<file path="src/rtl/activation_scheduler.sv">
// Round-robin scheduler sharing one ReLU + requantize + saturate datapath across accumulator lanes.
// Optional leaky ReLU (slope 1/8) when ACT_LEAKY_RELU_EN is defined; plain ReLU otherwise.
module activation_scheduler #(
  parameter int unsigned NUM_LANES  = 4,
  parameter int unsigned DATA_WIDTH = 24,
  parameter int unsigned OUT_WIDTH  = 8,
  parameter int unsigned SHIFT      = 8,
  parameter int unsigned CNT_WIDTH  = 16
) (
  input  logic                              clk,
  input  logic                              rst_n,
  input  logic                              start,
  input  logic [CNT_WIDTH-1:0]              cfg_num_outputs,
  input  logic [NUM_LANES-1:0]              lane_valid,
  input  logic [NUM_LANES*DATA_WIDTH-1:0]   lane_data,
  output logic [NUM_LANES-1:0]              lane_ready,
  output logic                              out_valid,
  input  logic                              out_ready,
  output logic [OUT_WIDTH-1:0]              out_data,
  output logic [$clog2(NUM_LANES)-1:0]      out_lane,
  output logic                              busy,
  output logic                              done
);

  localparam int unsigned LW = $clog2(NUM_LANES);
  localparam logic signed [DATA_WIDTH-1:0] SAT_MAX = DATA_WIDTH'((1 << (OUT_WIDTH - 1)) - 1);
  localparam logic signed [DATA_WIDTH-1:0] SAT_MIN = ~SAT_MAX;

  typedef enum logic [1:0] {S_IDLE, S_RUN, S_DRAIN, S_DONE} state_t;

  state_t                 r_state;
  logic [CNT_WIDTH-1:0]   r_count;
  logic [CNT_WIDTH-1:0]   r_target;
  logic [LW-1:0]          r_rr;
  logic                   r_out_valid;
  logic [OUT_WIDTH-1:0]   r_out_data;
  logic [LW-1:0]          r_out_lane;
  logic                   r_busy;
  logic                   r_done;

  logic [DATA_WIDTH-1:0]  w_lane [NUM_LANES];
  logic                   w_found;
  logic [LW-1:0]          w_grant;
  logic [LW-1:0]          w_idx;
  logic                   w_can_accept;
  logic                   w_fire;
  logic signed [DATA_WIDTH-1:0] w_din;
  logic signed [DATA_WIDTH-1:0] w_act;
  logic signed [DATA_WIDTH-1:0] w_shr;
  logic [OUT_WIDTH-1:0]   w_q;

  for (genvar i = 0; i < NUM_LANES; i++) begin : g_unpack
    assign w_lane[i] = lane_data[i*DATA_WIDTH +: DATA_WIDTH];
  end

  // First requesting lane at or after the round-robin pointer.
  always_comb begin
    w_found = 1'b0;
    w_grant = '0;
    w_idx   = '0;
    for (int unsigned i = 0; i < NUM_LANES; i++) begin
      w_idx = r_rr + LW'(i);
      if (!w_found && lane_valid[w_idx]) begin
        w_found = 1'b1;
        w_grant = w_idx;
      end
    end
  end

  assign w_can_accept = !r_out_valid || out_ready;
  assign w_fire       = (r_state == S_RUN) && w_can_accept && (r_count < r_target) && w_found;
  assign lane_ready   = w_fire ? (NUM_LANES'(1) << w_grant) : '0;

  // Activation, arithmetic requantize shift, then clamp to the output range.
  always_comb begin
    w_din = $signed(w_lane[w_grant]);
`ifdef ACT_LEAKY_RELU_EN
    w_act = w_din[DATA_WIDTH-1] ? (w_din >>> 3) : w_din;
`else
    w_act = w_din[DATA_WIDTH-1] ? '0 : w_din;
`endif
    w_shr = w_act >>> SHIFT;
    if (w_shr > SAT_MAX) begin
      w_q = {1'b0, {(OUT_WIDTH-1){1'b1}}};
    end else if (w_shr < SAT_MIN) begin
      w_q = {1'b1, {(OUT_WIDTH-1){1'b0}}};
    end else begin
      w_q = w_shr[OUT_WIDTH-1:0];
    end
  end

  always_ff @(posedge clk or negedge rst_n) begin
    if (!rst_n) begin
      r_state     <= S_IDLE;
      r_count     <= '0;
      r_target    <= '0;
      r_rr        <= '0;
      r_out_valid <= 1'b0;
      r_out_data  <= '0;
      r_out_lane  <= '0;
      r_busy      <= 1'b0;
      r_done      <= 1'b0;
    end else begin
      r_done <= 1'b0;

      // Load and drain in one cycle keeps throughput at one result per clock.
      if (w_fire) begin
        r_out_valid <= 1'b1;
        r_out_data  <= w_q;
        r_out_lane  <= w_grant;
      end else if (out_ready) begin
        r_out_valid <= 1'b0;
      end

      case (r_state)
        S_IDLE: begin
          if (start) begin
            r_target <= cfg_num_outputs;
            r_count  <= '0;
            r_busy   <= 1'b1;
            r_state  <= (cfg_num_outputs == '0) ? S_DONE : S_RUN;
          end
        end
        S_RUN: begin
          if (w_fire) begin
            r_count <= r_count + CNT_WIDTH'(1);
            r_rr    <= w_grant + LW'(1);
            if (r_count + CNT_WIDTH'(1) == r_target) begin
              r_state <= S_DRAIN;
            end
          end
        end
        S_DRAIN: begin
          if (!r_out_valid || out_ready) begin
            r_state <= S_DONE;
          end
        end
        S_DONE: begin
          r_state <= S_IDLE;
          r_busy  <= 1'b0;
          r_done  <= 1'b1;
        end
        default: r_state <= S_IDLE;
      endcase
    end
  end

  assign out_valid = r_out_valid;
  assign out_data  = r_out_data;
  assign out_lane  = r_out_lane;
  assign busy      = r_busy;
  assign done      = r_done;

endmodule

</file>
<file path="config.mk">
export PLATFORM = sky130hd
export DESIGN_NAME = activation_scheduler
export DESIGN_NICKNAME = d
export VERILOG_FILES = /design/src/rtl/activation_scheduler.sv
export SDC_FILE = /design/constraint.sdc
export NUM_CORES = 1
export LEC_CHECK = 0
export BUFFER_PORTS_ARGS = -buffer_cell sky130_fd_sc_hd__buf_2
export CAP_MARGIN = 20
export CELL_PAD_IN_SITES_DETAIL_PLACEMENT = 2
export CELL_PAD_IN_SITES_GLOBAL_PLACEMENT = 2
export CORE_ASPECT_RATIO = 0.7
export CORE_MARGIN = 2
export CORE_UTILIZATION = 31
export DETAILED_ROUTE_END_ITERATION = 12
export HOLD_SLACK_MARGIN = 0.15
export PLACE_DENSITY = 0.82
export SYNTH_ARGS = -nofsm -noshare
export SYNTH_HDL_FRONTEND = slang
export SYNTH_SLANG_ARGS = --single-unit
export TNS_END_PERCENT = 5
</file>
<file path="constraint.sdc">
create_clock -name clk -period 4.95 [get_ports clk]
set_clock_uncertainty 0.2 [all_clocks]
set_input_delay 0.7425 -clock clk [delete_from_list [all_inputs] [get_ports clk]]
set_output_delay 0.7425 -clock clk [all_outputs]
set_load 0.03 [all_outputs]
</file>
==> flow_results.xml <==
<?xml version="1.0" encoding="UTF-8"?>
<metrics>
  <group name="layout">
    <metric name="final_core_utilization" unit="%">38.5</metric>
    <metric name="finalNetCount" unit="">623</metric>
    <metric name="diodes" unit="">0</metric>
    <metric name="layout.cells.most_common" unit="">sky130_fd_sc_hd__buf_2</metric>
    <metric name="drive_gt1_share" unit="%">31.7</metric>
    <metric name="final_cell_mix" unit="">sky130_fd_sc_hd__buf_2, sky130_fd_sc_hd__dfrtp_1, sky130_fd_sc_hd__inv_1</metric>
    <metric name="area_growth_syn_to_layout" unit="%">22.1</metric>
  </group>
  <group name="yosys">
    <metric name="synth_cell_types" unit="">54</metric>
    <metric name="ys_async_sr_fraction" unit="%">100</metric>
    <metric name="netlist_instances" unit="">385</metric>
    <metric name="synth-warning-count" unit="">0</metric>
    <metric name="ys_seq_elements" unit="">49</metric>
    <metric name="synth.yosys.seq_area_share" unit="%">33.6</metric>
    <metric name="synth_enable_flop_cells" unit="">0</metric>
    <metric name="synth.avg_cell_area" unit="um2">9.49</metric>
    <metric name="synthesis.area" unit="um2">3650</metric>
    <metric name="ys.flop_type" unit="">sky130_fd_sc_hd__dfrtp_1</metric>
    <metric name="syn-num-nets" unit="">530</metric>
  </group>
  <group name="global_routing">
    <metric name="grt_start_max_net_pins" unit="">50</metric>
    <metric name="antenna_found_initial" unit="">0</metric>
    <metric name="grt_pass1_wl" unit="mm">20.5</metric>
    <metric name="grtUsageTotal" unit="%">20.8</metric>
    <metric name="gr-total-overflow" unit="">0</metric>
    <metric name="grt_pass1_vias" unit="">3819</metric>
  </group>
  <group name="clocking">
    <metric name="post-cts-setup-buffers" unit="">0</metric>
    <metric name="numClockSinks" unit="">49</metric>
    <metric name="clock_slew_at_the_register_clock_pins_of_the_worst_setup_and_hold_paths" unit="ps">70</metric>
    <metric name="h-tree-depth" unit="">2</metric>
    <metric name="cts-root-buf" unit="">sky130_fd_sc_hd__clkbuf_16</metric>
    <metric name="clk-insertion-delay-late" unit="ps">300</metric>
    <metric name="cts_resized" unit="">0</metric>
    <metric name="tritoncts_clock_tree" unit="">built</metric>
    <metric name="holdBufCountCts" unit="">0</metric>
    <metric name="cts_made_buffers" unit="">5</metric>
    <metric name="clockBufferDepth" unit="">2</metric>
  </group>
  <group name="timing">
    <metric name="grt_setup_unrepaired" unit="">false</metric>
    <metric name="fmaxAchievable" unit="GHz">0.275</metric>
    <metric name="period_minus_slack" unit="ps">3630</metric>
    <metric name="relSlewSlack" unit="%">41.5</metric>
    <metric name="finalHoldViolations" unit="">0</metric>
    <metric name="setup_slack" unit="ps">1320</metric>
    <metric name="timing.final.setup_violations" unit="">0</metric>
    <metric name="final_hold_slack" unit="ps">278</metric>
    <metric name="tightestPinTransition" unit="ps">876</metric>
    <metric name="maxSlewViolCount" unit="">0</metric>
    <metric name="totalNegativeSetupSlack" unit="ps">0</metric>
    <metric name="period_share" unit="%">73.4</metric>
  </group>
  <group name="setup_path">
    <metric name="worstPathCellList" unit="">inv_1 -&gt; ha_1 -&gt; and4_1 -&gt; nand3_1 -&gt; a221o_1 -&gt; nand4_1 -&gt; buf_4 -&gt; nor2_1 -&gt; buf_2</metric>
    <metric name="critPathKind" unit="">flop to output pin</metric>
    <metric name="cp_slowest_cell" unit="">sky130_fd_sc_hd__dfrtp_1</metric>
    <metric name="worst_path_dominant_cell_family" unit="">buffers and inverters</metric>
    <metric name="timing.critical_path.buf_inv" unit="">3</metric>
    <metric name="worstSetupStartpoint" unit="">r_target[13]</metric>
    <metric name="setup.worst_path.start_class" unit="">flop</metric>
    <metric name="worstPathMaxFanout" unit="">45</metric>
    <metric name="crit_path_max_incr_delay" unit="ps">450</metric>
    <metric name="critical_path.reg2reg.startpoint" unit="">r_target[13]</metric>
    <metric name="worst_setup_path_end_kind" unit="">output pin</metric>
    <metric name="critical_path_required" unit="ps">4010</metric>
    <metric name="cp.arrival" unit="ps">2690</metric>
  </group>
  <group name="die">
    <metric name="fp.dieH" unit="um">94.8</metric>
    <metric name="die_area" unit="um2">12700</metric>
    <metric name="num_io_pins" unit="">137</metric>
    <metric name="std_cell_rows" unit="">33</metric>
    <metric name="core-area" unit="um2">11600</metric>
    <metric name="die_width" unit="um">134</metric>
    <metric name="initial_core_util" unit="%">31.5</metric>
  </group>
  <group name="route">
    <metric name="avgViaCountPerCell" unit="">5.40</metric>
    <metric name="post-route-drc-count" unit="">0</metric>
    <metric name="antenna_violating_nets_post_route" unit="">0</metric>
    <metric name="drt-total-wl" unit="mm">12.4</metric>
    <metric name="route.vias.total" unit="">3433</metric>
    <metric name="drt_first_iter_violations" unit="">139</metric>
    <metric name="post_drt_wl_per_cell" unit="um">19.4</metric>
    <metric name="first_pass_iteration_count_of_the_detailed_router" unit="">4</metric>
  </group>
  <group name="hold_path">
    <metric name="worst_hold_path_type" unit="">flop to flop</metric>
    <metric name="hold_path_startpoint" unit="">out_data[4]</metric>
  </group>
  <group name="placed_design">
    <metric name="buffer_ports.inserted" unit="">104</metric>
    <metric name="setup_slack_after_placement" unit="ps">1310</metric>
    <metric name="detailed_placement_wirelength_estimate" unit="mm">9.61</metric>
    <metric name="gpl.final_weighted_congestion" unit="">0.828</metric>
  </group>
  <group name="pwr">
    <metric name="maximum_vdd_ir_drop" unit="V">0.000248</metric>
    <metric name="p_total" unit="mW">2.29</metric>
    <metric name="pwr_density_cell" unit="nW/um2">513</metric>
    <metric name="pleak" unit="nW">2.08</metric>
  </group>
  <group name="run_status">
    <metric name="result_of_the_run" unit="">completed</metric>
  </group>
  <group name="run">
    <metric name="max_cap_violations" unit="">0</metric>
  </group>
</metrics>
## metrics by stage
stage / instance area, um2 / cells
after floorplan: 3650 / 385
after global placement: 4290 / 628
after detailed placement: 4290 / 628
after CTS: 4460 / 636
after global routing: 4460 / 636
final: 4460 / 636
## power by group
group	internal, mW	switching (mW)
clock network	0.240	0.166
logic	0.482	0.720
registers	0.542	0.139
total	1.26	1.02
## cell usage after synthesis (3+ instances only)
master	instances	area share, %
sky130_fd_sc_hd__dfrtp_1	49	34
sky130_fd_sc_hd__inv_1	33	3.4
sky130_fd_sc_hd__o21ai_0	27	3.7
sky130_fd_sc_hd__ha_1	25	8.6
sky130_fd_sc_hd__mux2_2	25	7.7
sky130_fd_sc_hd__nand2_1	24	2.5
sky130_fd_sc_hd__mux2i_1	23	6.3
sky130_fd_sc_hd__nor2_1	15	1.5
sky130_fd_sc_hd__xnor2_1	15	3.6
sky130_fd_sc_hd__nor4_1	13	2.2
sky130_fd_sc_hd__a21oi_1	10	1.4
sky130_fd_sc_hd__a22o_1	9	2.2
sky130_fd_sc_hd__o31ai_1	9	1.8
sky130_fd_sc_hd__buf_2	8	1.1
sky130_fd_sc_hd__a211oi_1	7	1.4
sky130_fd_sc_hd__a21o_1	7	1.4
sky130_fd_sc_hd__clkbuf_1	6	0.62
sky130_fd_sc_hd__nand3_1	5	0.68
sky130_fd_sc_hd__nand4_1	5	0.86
sky130_fd_sc_hd__or3_1	5	0.86
sky130_fd_sc_hd__a22oi_1	4	0.82
sky130_fd_sc_hd__nor3_1	4	0.55
sky130_fd_sc_hd__o21a_1	4	0.82
sky130_fd_sc_hd__a221o_1	3	0.82
sky130_fd_sc_hd__a31oi_1	3	0.51
sky130_fd_sc_hd__buf_4	3	0.62
sky130_fd_sc_hd__clkbuf_2	3	0.41
sky130_fd_sc_hd__nor2b_1	3	0.51
sky130_fd_sc_hd__o41ai_1	3	0.72
sky130_fd_sc_hd__or2_2	3	0.51
sky130_fd_sc_hd__xor2_1	3	0.72
## final cells by class
| type | instances | area (um2) |
|---|---|---|
| clock buffers | 5 | 125 |
| clock inverters | 3 | 46.3 |
| fillers | 1278 | 7140 |
| inverters | 34 | 128 |
| multi-input cells | 280 | 2190 |
| flip-flops and latches | 49 | 1230 |
| well taps | 157 | 196 |
| repair buffers | 108 | 551 |
## final timing paths
kind | to | slack [ps] | depth (start not counted)
min reg2reg | out_data[4] | 280 | 1
min in group asynchronous | out_lane[1] | 360 | 2
min | out_data[4] | 280 | 1
max | lane_ready[3] | 1320 | 9
max in group asynchronous | r_count[13] | 3760 | 2
max reg2reg | r_count[11] | 1470 | 10
## registers in the layout, summed over array words and instances (netlist names), 2 cells and up
signal    count
r_state       2
out_data      8
r_rr          2
r_count      16
r_target     16
out_lane      2
## layer usage
layer | vias up | routed length (um) | GRT usage [%]
met5 | - | 0 | 0
met4 | 0 | 287 | 6.83
met3 | 24 | 375 | 3.81
met2 | 55 | 6080 | 35.3
met1 | 1757 | 5620 | 26.9
li1 | 1597 | - | -
## cell families after synthesis
| group | share of synthesized area (%) |
|---|---|
| AO/OA/AOI/OAI | 18.4 |
| AND/OR/NAND/NOR | 13.9 |
| buffers and inverters | 6.64 |
| flip-flops | 33.6 |
| multiplexers | 14.0 |
| adder cells (fa/ha/maj) | 8.56 |
| XOR/XNOR | 4.93 |
## worst reg2reg max path, stage by stage (launching register included)
cell                      delay, ps
sky130_fd_sc_hd__dfrtp_1        450
sky130_fd_sc_hd__inv_1           70
sky130_fd_sc_hd__ha_1           290
sky130_fd_sc_hd__and4_1         300
sky130_fd_sc_hd__nand3_1        110
sky130_fd_sc_hd__a221o_1        270
sky130_fd_sc_hd__nand4_1        150
sky130_fd_sc_hd__buf_4          440
sky130_fd_sc_hd__o21a_1         690
sky130_fd_sc_hd__o21ai_0        260
sky130_fd_sc_hd__o41ai_1        130
Power figures use the tool's default switching activity.
